[src/rtl/alu_bist.sv]
// Built-in self-test initiator for the combinational ALU: LFSR operand pairs swept over all
// ten op codes, responses compacted into a 32-bit MISR. Optional corner phase: ALU_BIST_CORNER_EN.
module alu_bist #(
   parameter int          N_VECTORS    = 256,
   parameter logic [31:0] SEED_A       = 32'h0000_0001,
   parameter logic [31:0] SEED_B       = 32'h0000_0002,
   parameter logic [31:0] EXPECTED_SIG = 32'h0000_0000
) (
   input  logic        clk_i,
   input  logic        rst_i,
   input  logic        start_i,
   input  logic [31:0] alu_data_i,
   output logic [31:0] operand_a_o,
   output logic [31:0] operand_b_o,
   output logic [3:0]  alu_op_o,
   output logic        bist_active_o,
   output logic        busy_o,
   output logic        done_o,
   output logic        pass_o,
   output logic [31:0] signature_o
);

   localparam logic [1:0] S_IDLE = 2'd0;
   localparam logic [1:0] S_INIT = 2'd1;
   localparam logic [1:0] S_RUN  = 2'd2;
   localparam logic [1:0] S_DONE = 2'd3;

`ifdef ALU_BIST_CORNER_EN
   localparam int N_CORNER = 4;
`else
   localparam int N_CORNER = 0;
`endif
   localparam logic [31:0] LAST_VEC  = 32'(N_VECTORS + N_CORNER - 1);
   localparam logic [31:0] LFSR_POLY = 32'h8020_0003;
   localparam logic [31:0] MISR_POLY = 32'h04C1_1DB7;
   localparam logic [3:0]  LAST_OP   = 4'd9;

   function automatic logic [31:0] lfsr_step(input logic [31:0] v);
      return (v >> 1) ^ (v[0] ? LFSR_POLY : 32'h0);
   endfunction

   function automatic logic [31:0] misr_step(input logic [31:0] sig, input logic [31:0] din);
      return (sig << 1) ^ (sig[31] ? MISR_POLY : 32'h0) ^ din;
   endfunction

   // An all-zero LFSR would lock up, so a zero seed is promoted to 1.
   function automatic logic [31:0] seed_fix(input logic [31:0] s);
      return (s == 32'h0) ? 32'h1 : s;
   endfunction

   logic [1:0]  state_q, state_d;
   logic [31:0] lfsr_a_q, lfsr_a_d, lfsr_b_q, lfsr_b_d;
   logic [31:0] misr_q, misr_d;
   logic [3:0]  op_q, op_d;
   logic [31:0] vec_q, vec_d;
   logic        pass_q, pass_d;
   logic [31:0] opa_q, opa_d, opb_q, opb_d;
   logic [3:0]  aluop_q, aluop_d;
   logic        bist_q, bist_d, busy_q, busy_d, done_q, done_d;
   logic        lfsr_step_en;
   logic [31:0] stim_a, stim_b;

   always_comb begin
      state_d  = state_q;
      lfsr_a_d = lfsr_a_q;
      lfsr_b_d = lfsr_b_q;
      misr_d   = misr_q;
      op_d     = op_q;
      vec_d    = vec_q;
      pass_d   = pass_q;
`ifdef ALU_BIST_CORNER_EN
      lfsr_step_en = (vec_q >= 32'd4);
`else
      lfsr_step_en = 1'b1;
`endif
      case (state_q)
         S_IDLE: begin
            if (start_i) state_d = S_INIT;
         end
         S_INIT: begin
            lfsr_a_d = seed_fix(SEED_A);
            lfsr_b_d = seed_fix(SEED_B);
            misr_d   = 32'h0;
            op_d     = 4'd0;
            vec_d    = 32'h0;
            pass_d   = 1'b0;
            state_d  = S_RUN;
         end
         S_RUN: begin
            misr_d = misr_step(misr_q, alu_data_i);
            if (op_q == LAST_OP) begin
               op_d  = 4'd0;
               vec_d = vec_q + 32'd1;
               if (lfsr_step_en) begin
                  lfsr_a_d = lfsr_step(lfsr_a_q);
                  lfsr_b_d = lfsr_step(lfsr_b_q);
               end
               if (vec_q == LAST_VEC) begin
                  state_d = S_DONE;
                  pass_d  = (misr_d == EXPECTED_SIG);
               end
            end else begin
               op_d = op_q + 4'd1;
            end
         end
         default: begin
            if (start_i) begin
               state_d = S_INIT;
               pass_d  = 1'b0;
            end
         end
      endcase
   end

   // Outputs are registered from next-state values so they line up with the state they describe.
   always_comb begin
      stim_a = lfsr_a_d;
      stim_b = lfsr_b_d;
`ifdef ALU_BIST_CORNER_EN
      case (vec_d)
         32'd0:   begin stim_a = 32'h0000_0000; stim_b = 32'h0000_0000; end
         32'd1:   begin stim_a = 32'hFFFF_FFFF; stim_b = 32'h0000_0001; end
         32'd2:   begin stim_a = 32'h8000_0000; stim_b = 32'h0000_001F; end
         32'd3:   begin stim_a = 32'h7FFF_FFFF; stim_b = 32'hFFFF_FFFF; end
         default: ;
      endcase
`endif
      bist_d  = (state_d == S_RUN);
      busy_d  = (state_d == S_INIT) || (state_d == S_RUN);
      done_d  = (state_d == S_DONE);
      opa_d   = bist_d ? stim_a : 32'h0;
      opb_d   = bist_d ? stim_b : 32'h0;
      aluop_d = bist_d ? op_d : 4'd0;
   end

   always_ff @(posedge clk_i or posedge rst_i) begin
      if (rst_i) begin
         state_q  <= S_IDLE;
         lfsr_a_q <= 32'h0;
         lfsr_b_q <= 32'h0;
         misr_q   <= 32'h0;
         op_q     <= 4'd0;
         vec_q    <= 32'h0;
         pass_q   <= 1'b0;
         opa_q    <= 32'h0;
         opb_q    <= 32'h0;
         aluop_q  <= 4'd0;
         bist_q   <= 1'b0;
         busy_q   <= 1'b0;
         done_q   <= 1'b0;
      end else begin
         state_q  <= state_d;
         lfsr_a_q <= lfsr_a_d;
         lfsr_b_q <= lfsr_b_d;
         misr_q   <= misr_d;
         op_q     <= op_d;
         vec_q    <= vec_d;
         pass_q   <= pass_d;
         opa_q    <= opa_d;
         opb_q    <= opb_d;
         aluop_q  <= aluop_d;
         bist_q   <= bist_d;
         busy_q   <= busy_d;
         done_q   <= done_d;
      end
   end

   assign operand_a_o   = opa_q;
   assign operand_b_o   = opb_q;
   assign alu_op_o      = aluop_q;
   assign bist_active_o = bist_q;
   assign busy_o        = busy_q;
   assign done_o        = done_q;
   assign pass_o        = pass_q;
   assign signature_o   = misr_q;

endmodule

[config.mk]
export PLATFORM = sky130hd
export DESIGN_NAME = alu_bist
export DESIGN_NICKNAME = d
export VERILOG_FILES = /design/src/rtl/alu_bist.sv
export SDC_FILE = /design/constraint.sdc
export NUM_CORES = 1
export LEC_CHECK = 0
export ABC_AREA = 1
export CORE_AREA = 3 3 166 200
export CTS_CLUSTER_SIZE = 28
export DETAILED_ROUTE_END_ITERATION = 10
export DIE_AREA = 0 0 169 203
export PLACE_DENSITY_LB_ADDON = 0.2
export RECOVER_POWER = 50
export SYNTH_ARGS = -nofsm -noshare
export SYNTH_HDL_FRONTEND = slang
export SYNTH_SLANG_ARGS = --single-unit
[constraint.sdc]
create_clock -name clk_i -period 19.9 [get_ports clk_i]
set_input_delay 2.985 -clock clk_i [delete_from_list [all_inputs] [get_ports clk_i]]
set_output_delay 2.985 -clock clk_i [all_outputs]
set_load 0.02 [all_outputs]
==> metrics.yaml <==
drt-pass1-iter-count: 4
clock-sinks: 206
drt_iter0_drc: 289
status: "complete, but fails checks"
first_global_vias: 7421
rsz0062_at_grt: "no"
grt_max_degree: 135
wirelength_mm: 23.7
finalSetupTns_ns: 0
hold_viol_final: 0
yosys-top-cells-area: "dfrtp_1 (55%), nand2_1 (10%), inv_1 (6.2%), nor2_1 (4.7%), o22ai_2 (3.9%)"
cap_violations: 2
skew_ns: 0.0134
cts_buffer_depth: 3
synth_common_cells: "nand2_1 (253), dfrtp_1 (206), inv_1 (156)"
numCtsBuffers: 24
required_ns: 20.29
synthCells: 1049
synth_top_area_share_pct: 55.0
postSynthAreaPerCell_um2: 8.94
synth_area_leader_cell: "dfrtp_1"
period_minus_slack_ns: 7.84
overflow: 0
power_per_cell_area_mw_per_mm2: 122
nets: 1226
area_growth_pct: 24.4
routabilityCongestion: 0.840
power.leakage_nw: 5.33
ys_warn_count: 0
cts_tree: "yes"
dpl_cell_area_mm2: 0.0111
path_clk_slew_ns: 0.06
post-route-drc-count: 0
diodes: 0
setup_violations: 0
track_usage_pct: 13.9
ys_seq_area_share_pct: 55.0
violations: "max-capacitance violations, max-slew violations"
reg2reg_from: "state_q[0]"
ctsHoldBuffers: 0
r2r-end: "vec_q[10]"
min_period_over_period_pct: 39.4
slew_viol_final: 199
dr_total_vias: 7202
wl_per_cell_um: 14.8
antenna_found_initial: 0
syn-cell-area_mm2: 0.00938
yosysUniqueCellTypes: 46
die_h_um: 203
hp-class: "reg2reg"
post_cts_buffers: 0
port-buffer-count: 138
ff2ff_setup_slack_ns: 12.06
die_w_um: 169
hold_end: "lfsr_a_q[20]"
min-delay-start: "lfsr_a_q[20]"
cp-end-kind: "flip-flop"
drive_gt1_share_pct: 5.43
setup.worst_path.start_class: "flip-flop"
slew_headroom_pct: -300
synth_edf_count: 0
rr_worst_depth: 11
grt_first_pass_wirelength_mm: 39.5
cts-resized-gates: 0
synthArstFlopShare_pct: 100
ant_nets: 0
io-pin-count: 139
core_area_mm2: 0.0314
worst_slew_pin_slew_ns: 5.97
vdd_drop_max_uv: 105
viasPerCell: 4.51
synth_seq_cells: 206
dp_hpwl_mm: 15.7
fp-row-count: 71
whs_path_depth: 2
cts_htree_levels: 1
syn_nets: 1093
ys.flop_type: "dfrtp_1"
clock.fmax_mhz: 128
start_util_pct: 29.9
path_class: "reg2reg"
cts_root_buffer: "clkbuf_16"
cp_max_fo: 63
die_area_mm2: 0.0343
fin_area_mm2: 0.0117
yosys.cell_count.top_type: "nand2_1"
crit_arrival_ns: 8.23
clk-insertion-delay-late_ns: 0.51
## stage by stage
step	worst slack, ns	hold WS (ns)	std cells	utilization [%]	power [mW]
finish	12.06	0.488	1598	37.2	1.42
global route	11.09	0.522	1598	37.2	1.51
CTS	14.92	0.493	1598	38.0	1.49
detailed placement	14.63	0.480	1557	35.3	1.01
global placement	14.64	0.480	1557	35.3	1.01
floorplan	11.29	0.461	1049	-	0.845
## metal layers
layer,vias to the layer above,GRT usage (%),part of all wire [%]
met3,28,2.55,4.7
met2,136,23.9,48
met4,0,2.93,1.8
met5,-,0,0
li1,3589,-,-
met1,3449,18.5,45
## how the worst max path moves through the flow
stage	startpoint	endpoint	slack (ns)
final	state_q[0]	vec_q[10]	12.06
after detailed placement	rst_i	vec_q[10]	14.63
after global routing	state_q[0]	vec_q[7]	11.09
after CTS	signature_o[31]	signature_o[31]	14.92
after global placement	rst_i	vec_q[10]	14.64
after floorplan	rst_i	alu_op_o[0]	11.29
## cell usage in the layout (no fill, tap or decap), types with 9 or more instances in the layout
cell type	count
dfrtp_1	206
nor3_1	17
ha_1	9
o22ai_1	45
nor2_1	120
nand4_1	17
o21ai_0	39
xor2_1	15
inv_1	154
nand3_1	32
a21oi_1	43
a22o_1	10
dlygate4sd3_1	10
clkbuf_16	25
clkdlybuf4s50_1	128
nand2_1	257
## flip-flops by register name, summed over array words and instances, names as in the netlist
signal / count
alu_op_o: 4
bist_active_o: 1
busy_o: 1
done_o: 1
lfsr_a_q: 32
lfsr_b_q: 32
op_q: 4
operand_a_o: 32
operand_b_o: 32
pass_o: 1
signature_o: 32
state_q: 2
vec_q: 32
## final cells by class
class,instances,area [um^2]
Clock buffer,34,699
Clock inverter,7,143
Fill cell,3213,19700
Inverter,163,617
Multi-Input combinational cell,646,3150
Sequential cell,206,5150
Tap cell,401,502
Timing Repair Buffer,141,1400
## cells by family after synthesis
| family | Yosys count | share of synthesized area, % |
|---|---|---|
| AO/OA/AOI/OAI | 146 | 11.0 |
| XOR/XNOR | 22 | 2.06 |
| adder cells (fa/ha/maj) | 9 | 1.20 |
| buffers and inverters | 197 | 8.79 |
| flip-flops | 206 | 55.0 |
| AND/OR/NAND/NOR | 469 | 22.0 |
## critical path, cell delays in order (launching register included)
cell        delay (ns)
dfrtp_1           0.36
inv_1             0.07
ha_1              0.27
clkbuf_1          0.97
clkinvlp_2        1.32
nor2_1            0.99
clkinvlp_2        0.95
nand2_1           2.00
nand3b_2          0.26
nor2_1            0.24
nand2_1           0.09
and3_1            0.17
## power breakdown
group / internal (mW) / total [mW] / switching, mW / leakage (nW)
registers: 0.456 / 0.488 / 0.0313 / 2.84
logic: 0.132 / 0.465 / 0.333 / 2.08
clock network: 0.295 / 0.467 / 0.172 / 0.412
total: 0.884 / 1.42 / 0.536 / 5.33
Note: power is estimated with default switching activity, not from simulation.
